File: src/rtl/apb_req_arbiter_if.sv
// APB master-side bus bundle between the requester arbiter and the memory slave.
// Master drives select/enable/address/data; slave returns ready and read data.
interface apb_req_arbiter_if #(
  parameter int ADDWIDTH  = 8,
  parameter int DATAWIDTH = 32
);
  logic                   PSEL;
  logic                   PENABLE;
  logic                   PWRITE;
  logic [ADDWIDTH-1:0]    PADDR;
  logic [DATAWIDTH-1:0]   PWDATA;
  logic [DATAWIDTH/8-1:0] PSTRB;
  logic                   PREADY;
  logic [DATAWIDTH-1:0]   PRDATA;

  modport master (
    output PSEL, PENABLE, PWRITE,
    output PADDR, PWDATA, PSTRB,
    input  PREADY, PRDATA
  );

  modport slave (
    input  PSEL, PENABLE, PWRITE,
    input  PADDR, PWDATA, PSTRB,
    output PREADY, PRDATA
  );
endinterface

File: src/rtl/apb_req_arbiter.sv
// Two-requester round-robin front end driving one APB master port.
// Runs SETUP/ACCESS, tolerates wait states, aborts on wait timeout.
module apb_req_arbiter #(
  parameter int ADDWIDTH  = 8,
  parameter int DATAWIDTH = 32,
  parameter int TIMEOUT   = 16
) (
  input  logic                   PCLK,
  input  logic                   PRESETn,
  input  logic                   req0_valid,
  input  logic                   req0_write,
  input  logic [ADDWIDTH-1:0]    req0_addr,
  input  logic [DATAWIDTH-1:0]   req0_wdata,
  input  logic [DATAWIDTH/8-1:0] req0_strb,
  output logic                   req0_ready,
  output logic                   req0_done,
  output logic                   req0_err,
  output logic [DATAWIDTH-1:0]   req0_rdata,
  input  logic                   req1_valid,
  input  logic                   req1_write,
  input  logic [ADDWIDTH-1:0]    req1_addr,
  input  logic [DATAWIDTH-1:0]   req1_wdata,
  input  logic [DATAWIDTH/8-1:0] req1_strb,
  output logic                   req1_ready,
  output logic                   req1_done,
  output logic                   req1_err,
  output logic [DATAWIDTH-1:0]   req1_rdata,
  apb_req_arbiter_if.master      apb
);
  localparam int SW = DATAWIDTH / 8;
  localparam int CW = (TIMEOUT < 2) ? 1 : $clog2(TIMEOUT);

  localparam logic [1:0] IDLE   = 2'd0;
  localparam logic [1:0] SETUP  = 2'd1;
  localparam logic [1:0] ACCESS = 2'd2;

  logic [1:0]           state;
  logic                 owner;
  logic                 last;
  logic [CW-1:0]        wcnt;
  logic                 to_hit;

  logic                 psel;
  logic                 penable;
  logic                 pwrite;
  logic [ADDWIDTH-1:0]  paddr;
  logic [DATAWIDTH-1:0] pwdata;
  logic [SW-1:0]        pstrb;

  logic                 gsel;
  logic                 s_write;
  logic [ADDWIDTH-1:0]  s_addr;
  logic [DATAWIDTH-1:0] s_wdata;
  logic [SW-1:0]        s_strb;

  assign apb.PSEL    = psel;
  assign apb.PENABLE = penable;
  assign apb.PWRITE  = pwrite;
  assign apb.PADDR   = paddr;
  assign apb.PWDATA  = pwdata;
  assign apb.PSTRB   = pstrb;

  // Grant pick: lone requester wins, a tie goes to whoever was not served last.
  always_comb begin
    gsel = 1'b0;
    unique case (1'b1)
      (req0_valid & req1_valid):  gsel = ~last;
      (req1_valid & ~req0_valid): gsel = 1'b1;
      default:                    gsel = 1'b0;
    endcase
  end

  assign s_write = gsel ? req1_write : req0_write;
  assign s_addr  = gsel ? req1_addr  : req0_addr;
  assign s_wdata = gsel ? req1_wdata : req0_wdata;
  assign s_strb  = gsel ? req1_strb  : req0_strb;

  assign to_hit = (TIMEOUT != 0) && (wcnt == CW'(TIMEOUT - 1));

  // Transfer sequencer: grant, APB phases, completion/abort return.
  always_ff @(posedge PCLK or negedge PRESETn) begin
    if (!PRESETn) begin
      state      <= IDLE;
      owner      <= 1'b0;
      last       <= 1'b1;
      wcnt       <= '0;
      psel       <= 1'b0;
      penable    <= 1'b0;
      pwrite     <= 1'b0;
      paddr      <= '0;
      pwdata     <= '0;
      pstrb      <= '0;
      req0_ready <= 1'b0;
      req1_ready <= 1'b0;
      req0_done  <= 1'b0;
      req1_done  <= 1'b0;
      req0_err   <= 1'b0;
      req1_err   <= 1'b0;
      req0_rdata <= '0;
      req1_rdata <= '0;
    end else begin
      req0_ready <= 1'b0;
      req1_ready <= 1'b0;
      req0_done  <= 1'b0;
      req1_done  <= 1'b0;
      req0_err   <= 1'b0;
      req1_err   <= 1'b0;
      case (state)
        IDLE: begin
          if (req0_valid | req1_valid) begin
            state   <= SETUP;
            owner   <= gsel;
            wcnt    <= '0;
            psel    <= 1'b1;
            penable <= 1'b0;
            pwrite  <= s_write;
            paddr   <= s_addr;
            pwdata  <= s_write ? s_wdata : '0;
            pstrb   <= s_write ? s_strb : '0;
            if (gsel) req1_ready <= 1'b1;
            else      req0_ready <= 1'b1;
          end
        end
        SETUP: begin
          state   <= ACCESS;
          penable <= 1'b1;
        end
        ACCESS: begin
          if (apb.PREADY) begin
            state   <= IDLE;
            psel    <= 1'b0;
            penable <= 1'b0;
            last    <= owner;
            if (owner) begin
              req1_done <= 1'b1;
              if (!pwrite) req1_rdata <= apb.PRDATA;
            end else begin
              req0_done <= 1'b1;
              if (!pwrite) req0_rdata <= apb.PRDATA;
            end
          end else if (to_hit) begin
            state   <= IDLE;
            psel    <= 1'b0;
            penable <= 1'b0;
            last    <= owner;
            if (owner) begin
              req1_done  <= 1'b1;
              req1_err   <= 1'b1;
              req1_rdata <= '0;
            end else begin
              req0_done  <= 1'b1;
              req0_err   <= 1'b1;
              req0_rdata <= '0;
            end
          end else if (wcnt != '1) begin
            wcnt <= wcnt + 1'b1;
          end
        end
        default: state <= IDLE;
      endcase
    end
  end
endmodule
File: src/flat_wrapper.sv
// flat-port wrapper written by rule: the top's interface ports become plain ports
module apb_req_arbiter_flat 
#(
  parameter int ADDWIDTH  = 8,
  parameter int DATAWIDTH = 32,
  parameter int TIMEOUT   = 16
)
  (PCLK, PRESETn, req0_valid, req0_write, req0_addr, req0_wdata, req0_strb, req0_ready, req0_done, req0_err, req0_rdata, req1_valid, req1_write, req1_addr, req1_wdata, req1_strb, req1_ready, req1_done, req1_err, req1_rdata, apb_PSEL, apb_PENABLE, apb_PWRITE, apb_PADDR, apb_PWDATA, apb_PSTRB, apb_PREADY, apb_PRDATA);
  apb_req_arbiter_if #(.ADDWIDTH(ADDWIDTH), .DATAWIDTH(DATAWIDTH)) apb_i ();
  input  logic PCLK;
  input  logic PRESETn;
  input  logic req0_valid;
  input  logic req0_write;
  input  logic [ADDWIDTH-1:0] req0_addr;
  input  logic [DATAWIDTH-1:0] req0_wdata;
  input  logic [DATAWIDTH/8-1:0] req0_strb;
  output logic req0_ready;
  output logic req0_done;
  output logic req0_err;
  output logic [DATAWIDTH-1:0] req0_rdata;
  input  logic req1_valid;
  input  logic req1_write;
  input  logic [ADDWIDTH-1:0] req1_addr;
  input  logic [DATAWIDTH-1:0] req1_wdata;
  input  logic [DATAWIDTH/8-1:0] req1_strb;
  output logic req1_ready;
  output logic req1_done;
  output logic req1_err;
  output logic [DATAWIDTH-1:0] req1_rdata;
  output wire logic [$bits(apb_i.PSEL)-1:0] apb_PSEL;
  output wire logic [$bits(apb_i.PENABLE)-1:0] apb_PENABLE;
  output wire logic [$bits(apb_i.PWRITE)-1:0] apb_PWRITE;
  output wire logic [$bits(apb_i.PADDR)-1:0] apb_PADDR;
  output wire logic [$bits(apb_i.PWDATA)-1:0] apb_PWDATA;
  output wire logic [$bits(apb_i.PSTRB)-1:0] apb_PSTRB;
  input wire logic [$bits(apb_i.PREADY)-1:0] apb_PREADY;
  input wire logic [$bits(apb_i.PRDATA)-1:0] apb_PRDATA;
  assign apb_PSEL = apb_i.PSEL;
  assign apb_PENABLE = apb_i.PENABLE;
  assign apb_PWRITE = apb_i.PWRITE;
  assign apb_PADDR = apb_i.PADDR;
  assign apb_PWDATA = apb_i.PWDATA;
  assign apb_PSTRB = apb_i.PSTRB;
  assign apb_i.PREADY = apb_PREADY;
  assign apb_i.PRDATA = apb_PRDATA;
  apb_req_arbiter #(.ADDWIDTH(ADDWIDTH), .DATAWIDTH(DATAWIDTH), .TIMEOUT(TIMEOUT)) u_core (.PCLK(PCLK), .PRESETn(PRESETn), .req0_valid(req0_valid), .req0_write(req0_write), .req0_addr(req0_addr), .req0_wdata(req0_wdata), .req0_strb(req0_strb), .req0_ready(req0_ready), .req0_done(req0_done), .req0_err(req0_err), .req0_rdata(req0_rdata), .req1_valid(req1_valid), .req1_write(req1_write), .req1_addr(req1_addr), .req1_wdata(req1_wdata), .req1_strb(req1_strb), .req1_ready(req1_ready), .req1_done(req1_done), .req1_err(req1_err), .req1_rdata(req1_rdata), .apb(apb_i));
endmodule
File: config.mk
export PLATFORM = sky130hd
export DESIGN_NAME = apb_req_arbiter_flat
export DESIGN_NICKNAME = d
export VERILOG_FILES = /design/src/rtl/apb_req_arbiter_if.sv /design/src/rtl/apb_req_arbiter.sv /design/src/flat_wrapper.sv
export SDC_FILE = /design/constraint.sdc
export NUM_CORES = 1
export LEC_CHECK = 0
export BUFFER_PORTS_ARGS = -buffer_cell sky130_fd_sc_hd__buf_2
export CAP_MARGIN = 5
export CORE_AREA = 2 2 107 109
export DETAILED_ROUTE_END_ITERATION = 8
export DIE_AREA = 0 0 109 111
export GPL_TIMING_DRIVEN = 0
export PLACE_DENSITY_LB_ADDON = 0.12
export SYNTH_ARGS = -nofsm -noshare
export SYNTH_HDL_FRONTEND = slang
export SYNTH_SLANG_ARGS = --single-unit
File: constraint.sdc
create_clock -name PCLK -period 4.35 [get_ports PCLK]
set_clock_uncertainty 0.1 [all_clocks]
set_input_delay 0.2175 -clock PCLK [delete_from_list [all_inputs] [get_ports PCLK]]
set_output_delay 0.2175 -clock PCLK [all_outputs]
set_load 0.05 [all_outputs]
==> results of run 1 <==
==> where the power goes <==
group	leakage [nW]	total, W	switching, W	internal (W)
clock network	0.316	0.00160	0.000524	0.00108
logic	2.06	0.00338	0.00249	0.000889
registers	1.60	0.00195	0.000277	0.00167
==> final cells by class <==
type                            instances  area, um^2
Sequential cell                       125        3130
Fill cell                             811        3110
Multi-Input combinational cell        241        2000
Timing Repair Buffer                  300        1810
Clock buffer                           18         429
Clock inverter                         14         243
Tap cell                              143         179
Buffer                                 38         158
Inverter                                5        18.8
==> Yosys cell counts, drive strengths merged (2+ instances only) <==
cell	number	share of area
and3	8	0.0094
and2	39	0.046
nor2	4	0.0028
mux2i	38	0.072
nand2	4	0.0028
nor3b	2	0.0028
a21o	2	0.0028
nand3	3	0.0028
clkbuf	26	0.018
buf	12	0.011
a32o	62	0.12
nor3	5	0.0057
a21oi	2	0.0019
nand4	2	0.0024
a221o	7	0.013
inv	5	0.0035
o2bb2ai	38	0.063
o221ai	3	0.0050
dfrtp	124	0.58
o21ai	10	0.0094
==> cell families after synthesis <==
group / share of synthesized area
AOI/OAI and AO/OA: 0.218
adders and majority gates: 0.00236
and+or+nand+nor: 0.0828
buffers and inverters: 0.0332
muxes: 0.0738
DFF: 0.590
==> metrics by stage <==
| step | total power, W | instances | worst slack, ns | hold slack, ns | area, um^2 |
|---|---|---|---|---|---|
| after floorplan | 0.00441 | 409 | 2.74 | -0.178 | 5310 |
| after global placement | 0.00523 | 795 | 1.43 | 0.366 | 6700 |
| after detailed placement | 0.00529 | 796 | 2.29 | 0.0907 | 6740 |
| after CTS | 0.00695 | 884 | 2.25 | 0.000830 | 7970 |
| after global routing | 0.00723 | 884 | 2.06 | 0.0155 | 7970 |
| final | 0.00693 | 884 | 2.21 | 0.00765 | 7970 |
==> sequential cells by signal, summed over array words and instances (netlist names), 2 cells and up <==
register           cells
u_core.apb.PWDATA     32
u_core.req0_rdata     32
u_core.req1_rdata     32
u_core.apb.PADDR       8
u_core.apb.PSTRB       4
u_core.wcnt            4
u_core.state           2
==> worst register-to-register path: stages (launching register included) <==
cell	delay, ns
dfrtp_1	0.44
nor2_1	0.49
o21ai_0	0.24
clkbuf_1	0.30
buf_2	0.28
o2bb2ai_1	0.15
==> per-layer routing <==
| metal | vias up | track usage |
|---|---|---|
| met5 | - | 0 |
| met3 | 14 | 0.0782 |
| li1 | 2241 | - |
| met2 | 200 | 0.462 |
| met4 | 0 | 0.0915 |
| met1 | 2442 | 0.322 |
==> path summary, 6_finish.rpt <==
path | cells after the start | to | slack [ns] | start
worst min register to register | 1 | u_core.apb.PWDATA[23] | 0.38 | u_core.apb.PWDATA[23]
worst max-delay path | 5 | u_core.apb.PWDATA[1] | 2.21 | u_core.state[1]
worst min-delay path | 3 | u_core.apb.PWDATA[3] | 0.008 | req0_wdata[3]
min in group asynchronous | 2 | u_core.apb.PWDATA[7] | 0.22 | PRESETn
max in group asynchronous | 3 | u_core.req0_rdata[18] | 3.21 | PRESETn
worst max register to register | 5 | u_core.apb.PWDATA[1] | 2.21 | u_core.state[1]
==> flow_summary.yaml, run 1 <==
outcome:
  status: "finished, final reports clean"
setup_path:
  worstPathMaxFanout: 10
  cp.required_ns: 4.52
  slowest_delay_ns: 0.49
  cp-end-kind: "flop"
  startpoint_type: "flop"
  crit_chain: "nor2_1 -> o21ai_0 -> clkbuf_1 -> buf_2 -> o2bb2ai_1"
  crit_family: "buffers and inverters"
  critPathSlowestCell: "nor2_1"
  critical_path_class: "flop to flop"
  cp.buffers_inverters: 2
  worstPathArrival_ns: 2.30
layout:
  antennaDiodeCount: 0
  syn_to_final_growth_pct: 50.2
  mostFrequentLayoutCells: "254 x buf_2, 124 x dfrtp_1, 62 x a32o_1"
  final_common_cell: "buf_2"
  post-route-util: 0.719
  drive_gt1_frac: 0.394
  final_nets: 856
route:
  top_layer: "met4"
  totalWireLength_um: 16100
  drt-pass1-iter-count: 6
  vias: 4897
  drt_iter0_markers: 280
  routed_via_density: 5.54
  wl_met1_um: 6350
  drtAntennaViolNets: 0
  avgRoutedWirePerCell_um: 18.3
  met3_length_um: 1290
  remaining_drc_errors: 0
  met2_length_um: 8300
global_routing:
  grt_overflow_total: 0
  grt_max_degree: 77
  grt_pass1_vias: 5052
  grt_pass1_wl_um: 25300
  grt_usage: 0.270
  antenna_found_initial: 0
sta:
  hold_viol_final: 0
  min_period_ns: 2.14
  tightest_slew_ns: 0.631
  rsz0062_at_grt: "false"
  final_max_slew_viol_count: 0
  finalCritPeriodShare: 0.491
  relSlewSlack: 0.576
  fmax_ghz: 0.468
  setup_viol: 0
  tns_ns: 0
floorplanning:
  die_y_um: 111
  fp.dieW_um: 109
  dieArea_um2: 12100
  core-area_um2: 11100
  io_pins: 244
  start_util: 0.479
  rows: 39
cts:
  cts_tree: "built"
  root_buffer: "clkbuf_16"
  holdBufCountCts: 56
  clock-sinks: 125
  clk_pin_slew_ns: 0.06
  cts_setup_buffers: 0
  cts_buffers: 17
  insertion_delay_ns: 0.41
  cts.path.max_buffers: 2
  cts-htree-levels: 4
  cts.repair.resized: 0
logic_synthesis:
  seq_area_frac_synth: 0.590
  yosys_most_used_dff: "dfrtp_1"
  synth_edf_count: 0
  synth_seq_cells: 125
  synth.distinct_cells: 35
  synth_area_per_cell_um2: 13.0
  syn-cell-area_um2: 5310
  yosysWarnings: 0
  synth_nets: 537
  postSynth.asyncResetShare: 1.00
  syn_inst: 409
placed_design:
  dpl.hpwl_um: 11100
  numPortBuffers: 243
  place_congestion: 0.754
power_and_ir_drop:
  cellPowerDensity_nw_per_um2: 870
  p_leak_nw: 3.98
  ir_drop_v: 0.000538
job:
  max_cap_violations: 0
hold_path:
  hold_path_class: "primary input to flop"
Power figures use the tool's default switching activity.
==> run 2: changes to the inputs <==
--- a/config.mk
+++ b/config.mk
@@ -5,11 +5,12 @@
 export SDC_FILE = /design/constraint.sdc
 export NUM_CORES = 1
 export LEC_CHECK = 0
+export ABC_AREA = 1
 export BUFFER_PORTS_ARGS = -buffer_cell sky130_fd_sc_hd__buf_2
 export CAP_MARGIN = 5
-export CORE_AREA = 2 2 107 109
+export CORE_AREA = 2 2 113 115
 export DETAILED_ROUTE_END_ITERATION = 8
-export DIE_AREA = 0 0 109 111
+export DIE_AREA = 0 0 115 117
 export GPL_TIMING_DRIVEN = 0
 export PLACE_DENSITY_LB_ADDON = 0.12
 export SYNTH_ARGS = -nofsm -noshare
==> constraint.sdc (replaced) <==
create_clock -name PCLK -period 2.2 [get_ports PCLK]
set_clock_uncertainty 0.1 [all_clocks]
set_input_delay 0.11 -clock PCLK [delete_from_list [all_inputs] [get_ports PCLK]]
set_output_delay 0.11 -clock PCLK [all_outputs]
set_load 0.05 [all_outputs]
==> run 2 against run 1 <==
  * Sequential power rose by 91%
  * Routed wire length rose by 15%
  * Highest routed layer unchanged
  * Setup slack worse by 2.1 ns
  * Total power grew 87%
  * Non-clock buffer count up 71
  * Die area rose by 11%
  * Cell area rose by 12%
  * Core utilization grew 0.70 points
  * Flip-flop and latch count did not move
  * First-iteration DRC count grew 70%
==> flow_summary.yaml, run 2 <==
layout:
  final_common_cell: "nand2_1"
  final_nets: 1218
  antennaDiodeCount: 0
  postLayoutCellArea_um2: 8940
  syn_to_final_growth_pct: 55.5
  fillers: 975
  mostFrequentLayoutCells: "315 x nand2_1, 263 x buf_2, 124 x dfrtp_1"
  drive_gt1_frac: 0.290
  fin_cells: 1247
cts:
  cts_buffers: 17
  cts_tree: "built"
  clock-sinks: 125
  cts-htree-levels: 4
  root_buffer: "clkbuf_16"
  insertion_delay_ns: 0.40
  cts.path.max_buffers: 2
  clk_pin_slew_ns: 0.05
power_and_ir_drop:
  p_leak_nw: 5.20
  power_w: 0.0129
  ir_drop_v: 0.000647
  cellPowerDensity_nw_per_um2: 1450
logic_synthesis:
  yosys_most_used_dff: "dfrtp_1"
  synth_xor_area_frac: 0.00152
  synth_common_cells: "315 x nand2_1, 124 x dfrtp_1, 87 x nand3_1, 39 x inv_1, 33 x nand4_1"
  syn-cell-area_um2: 5750
  synth_compound_area_frac: 0.0422
  yosys.area_share.adder: 0.00218
  yosysTopAreaCell: "dfrtp_1"
  synth_edf_count: 0
  yosysTopAreaCellShare: 0.540
  synth.distinct_cells: 26
  synth_seq_cells: 125
  syn_inst: 707
  yosysWarnings: 0
  synthSimpleGateAreaFrac: 0.337
  synth_area_per_cell_um2: 8.13
  postSynth.asyncResetShare: 1.00
  muxShareOfSynthArea: 0
  synth_top_family_by_area: "simple AND/OR/NAND/NOR gates"
  seq_area_frac_synth: 0.544
  yosysMostFrequentCell: "nand2_1"
  synth_nets: 835
  synthTopCellsByArea: "dfrtp_1 54%, nand2_1 21%, nand3_1 7.6%, nand4_1 3.6%, inv_1 2.5%"
setup_path:
  critical_path_class: "flop to flop"
  cp-end-kind: "flop"
  cp.required_ns: 2.40
  worstPathArrival_ns: 2.29
  worstPathMaxFanout: 10
  startpoint_type: "flop"
floorplanning:
  dieArea_um2: 13500
  rows: 41
  core-area_um2: 12300
  die_y_um: 117
  fp.dieW_um: 115
  start_util: 0.467
  io_pins: 244
sta:
  rsz0062_at_grt: "false"
  min_period_ns: 2.10
  setup_viol: 0
  relSlewSlack: 0.633
  tns_ns: 0
  final_max_slew_viol_count: 0
  hold_viol_final: 0
  fmax_ghz: 0.477
  tightest_slew_ns: 0.550
  finalCritPeriodShare: 0.953
route:
  avgRoutedWirePerCell_um: 14.9
  totalWireLength_um: 18600
  drt-pass1-iter-count: 5
  routed_via_density: 5.02
  remaining_drc_errors: 0
  vias: 6264
  drt_iter0_markers: 475
  drtAntennaViolNets: 0
placed_design:
  place_inst: 1100
  numPortBuffers: 242
  place_area_um2: 7180
  dpl.hpwl_um: 12200
  place_congestion: 0.857
outcome:
  status: "finished, final reports clean"
global_routing:
  grt_max_degree: 69
  grt_usage: 0.278
  antenna_found_initial: 0
  grt_pass1_vias: 6263
  grt_overflow_total: 0
  grt_pass1_wl_um: 29500
hold_path:
  hold_path_class: "primary input to flop"
job:
  max_cap_violations: 0
run 2: cell count changes after synthesis, sizes merged, moves of 6 or more:
cell / delta
o21ai: +29
a221o: -7
nand2: +315
and3: -8
mux2i: -38
nor2: +6
buf: +21
a32o: -62
o2bb2ai: -38
nand3: +86
nand4: +31
clkbuf: -14
and2: -39
inv: +35
run 2: worst paths after layout:
path                                             from               endpoint  slack (ns)  cells past startpoint
worst max-delay path                      u_core.last   u_core.apb.PWDATA[5]        0.10                      7
worst min-delay path                   req1_wdata[30]  u_core.apb.PWDATA[30]        0.02                      5
worst max register to register            u_core.last   u_core.apb.PWDATA[5]        0.10                      7
worst min register to register  u_core.req1_rdata[23]  u_core.req1_rdata[23]        0.36                      2
max in group asynchronous                     PRESETn  u_core.apb.PWDATA[15]        1.13                      3
min in group asynchronous                     PRESETn  u_core.req1_rdata[20]        0.16                      2
run 2: metal layers:
metal / wire length (um) / track usage / up-vias
met2: 9490 / 0.504 / 267
met1: 7380 / 0.323 / 2927
met4: 349 / 0.0916 / 0
met5: 0 / 0 / -
li1: - / - / 3038
met3: 1350 / 0.0721 / 32
run 2: kinds of logic after synthesis:
| group | count (synthesis) |
|---|---|
| xor+xnor | 1 |
| buf+inv | 85 |
| compound gates | 42 |
| simple gates | 453 |
| fa+ha+maj | 1 |
| flops | 125 |
run 2: critical path, stage by stage (launching register included):
cell and delay (ns):
dfstp_2 0.57, nand2_4 0.12, clkbuf_1 0.28, nand3_1 0.15, nand2_1 0.07, dlygate4sd3_1 0.55, nand3_1 0.09, nand2_1 0.06
run 2: power by group:
group | internal, W | switching, W
clock | 0.00166 | 0.000907
combinational | 0.00168 | 0.00496
sequential | 0.00321 | 0.000502
run 2: cell type report:
cell class / count / area [um^2] / area share
tap: 150 / 188 / 0.0210
clock inverter: 2 / 35.0 / 0.00392
timing repair buffer: 364 / 2460 / 0.275
clock buffer: 24 / 502 / 0.0561
sequential: 125 / 3130 / 0.350
inverter: 40 / 150 / 0.0168
multi-input combinational: 497 / 2210 / 0.248
buffer: 45 / 269 / 0.0301
run 2: timing repair:
item | in CTS | in global routing
endpoints found under the hold margin | 154 | 0
setup endpoints to repair | 0 | 22
gates resized for setup | 0 | 4
hold buffers | 121 | 0
setup buffers | 0 | 0
run 2: stage by stage:
stage	utilization	hold slack [ns]	setup WS, ns
floorplan	-	-0.286	0.662
global placement	0.581	0.216	-0.696
detailed placement	0.583	0.0160	0.389
CTS	0.725	0.00783	0.0633
global route	0.726	0.0517	0.00876
finish	0.726	0.0219	0.104
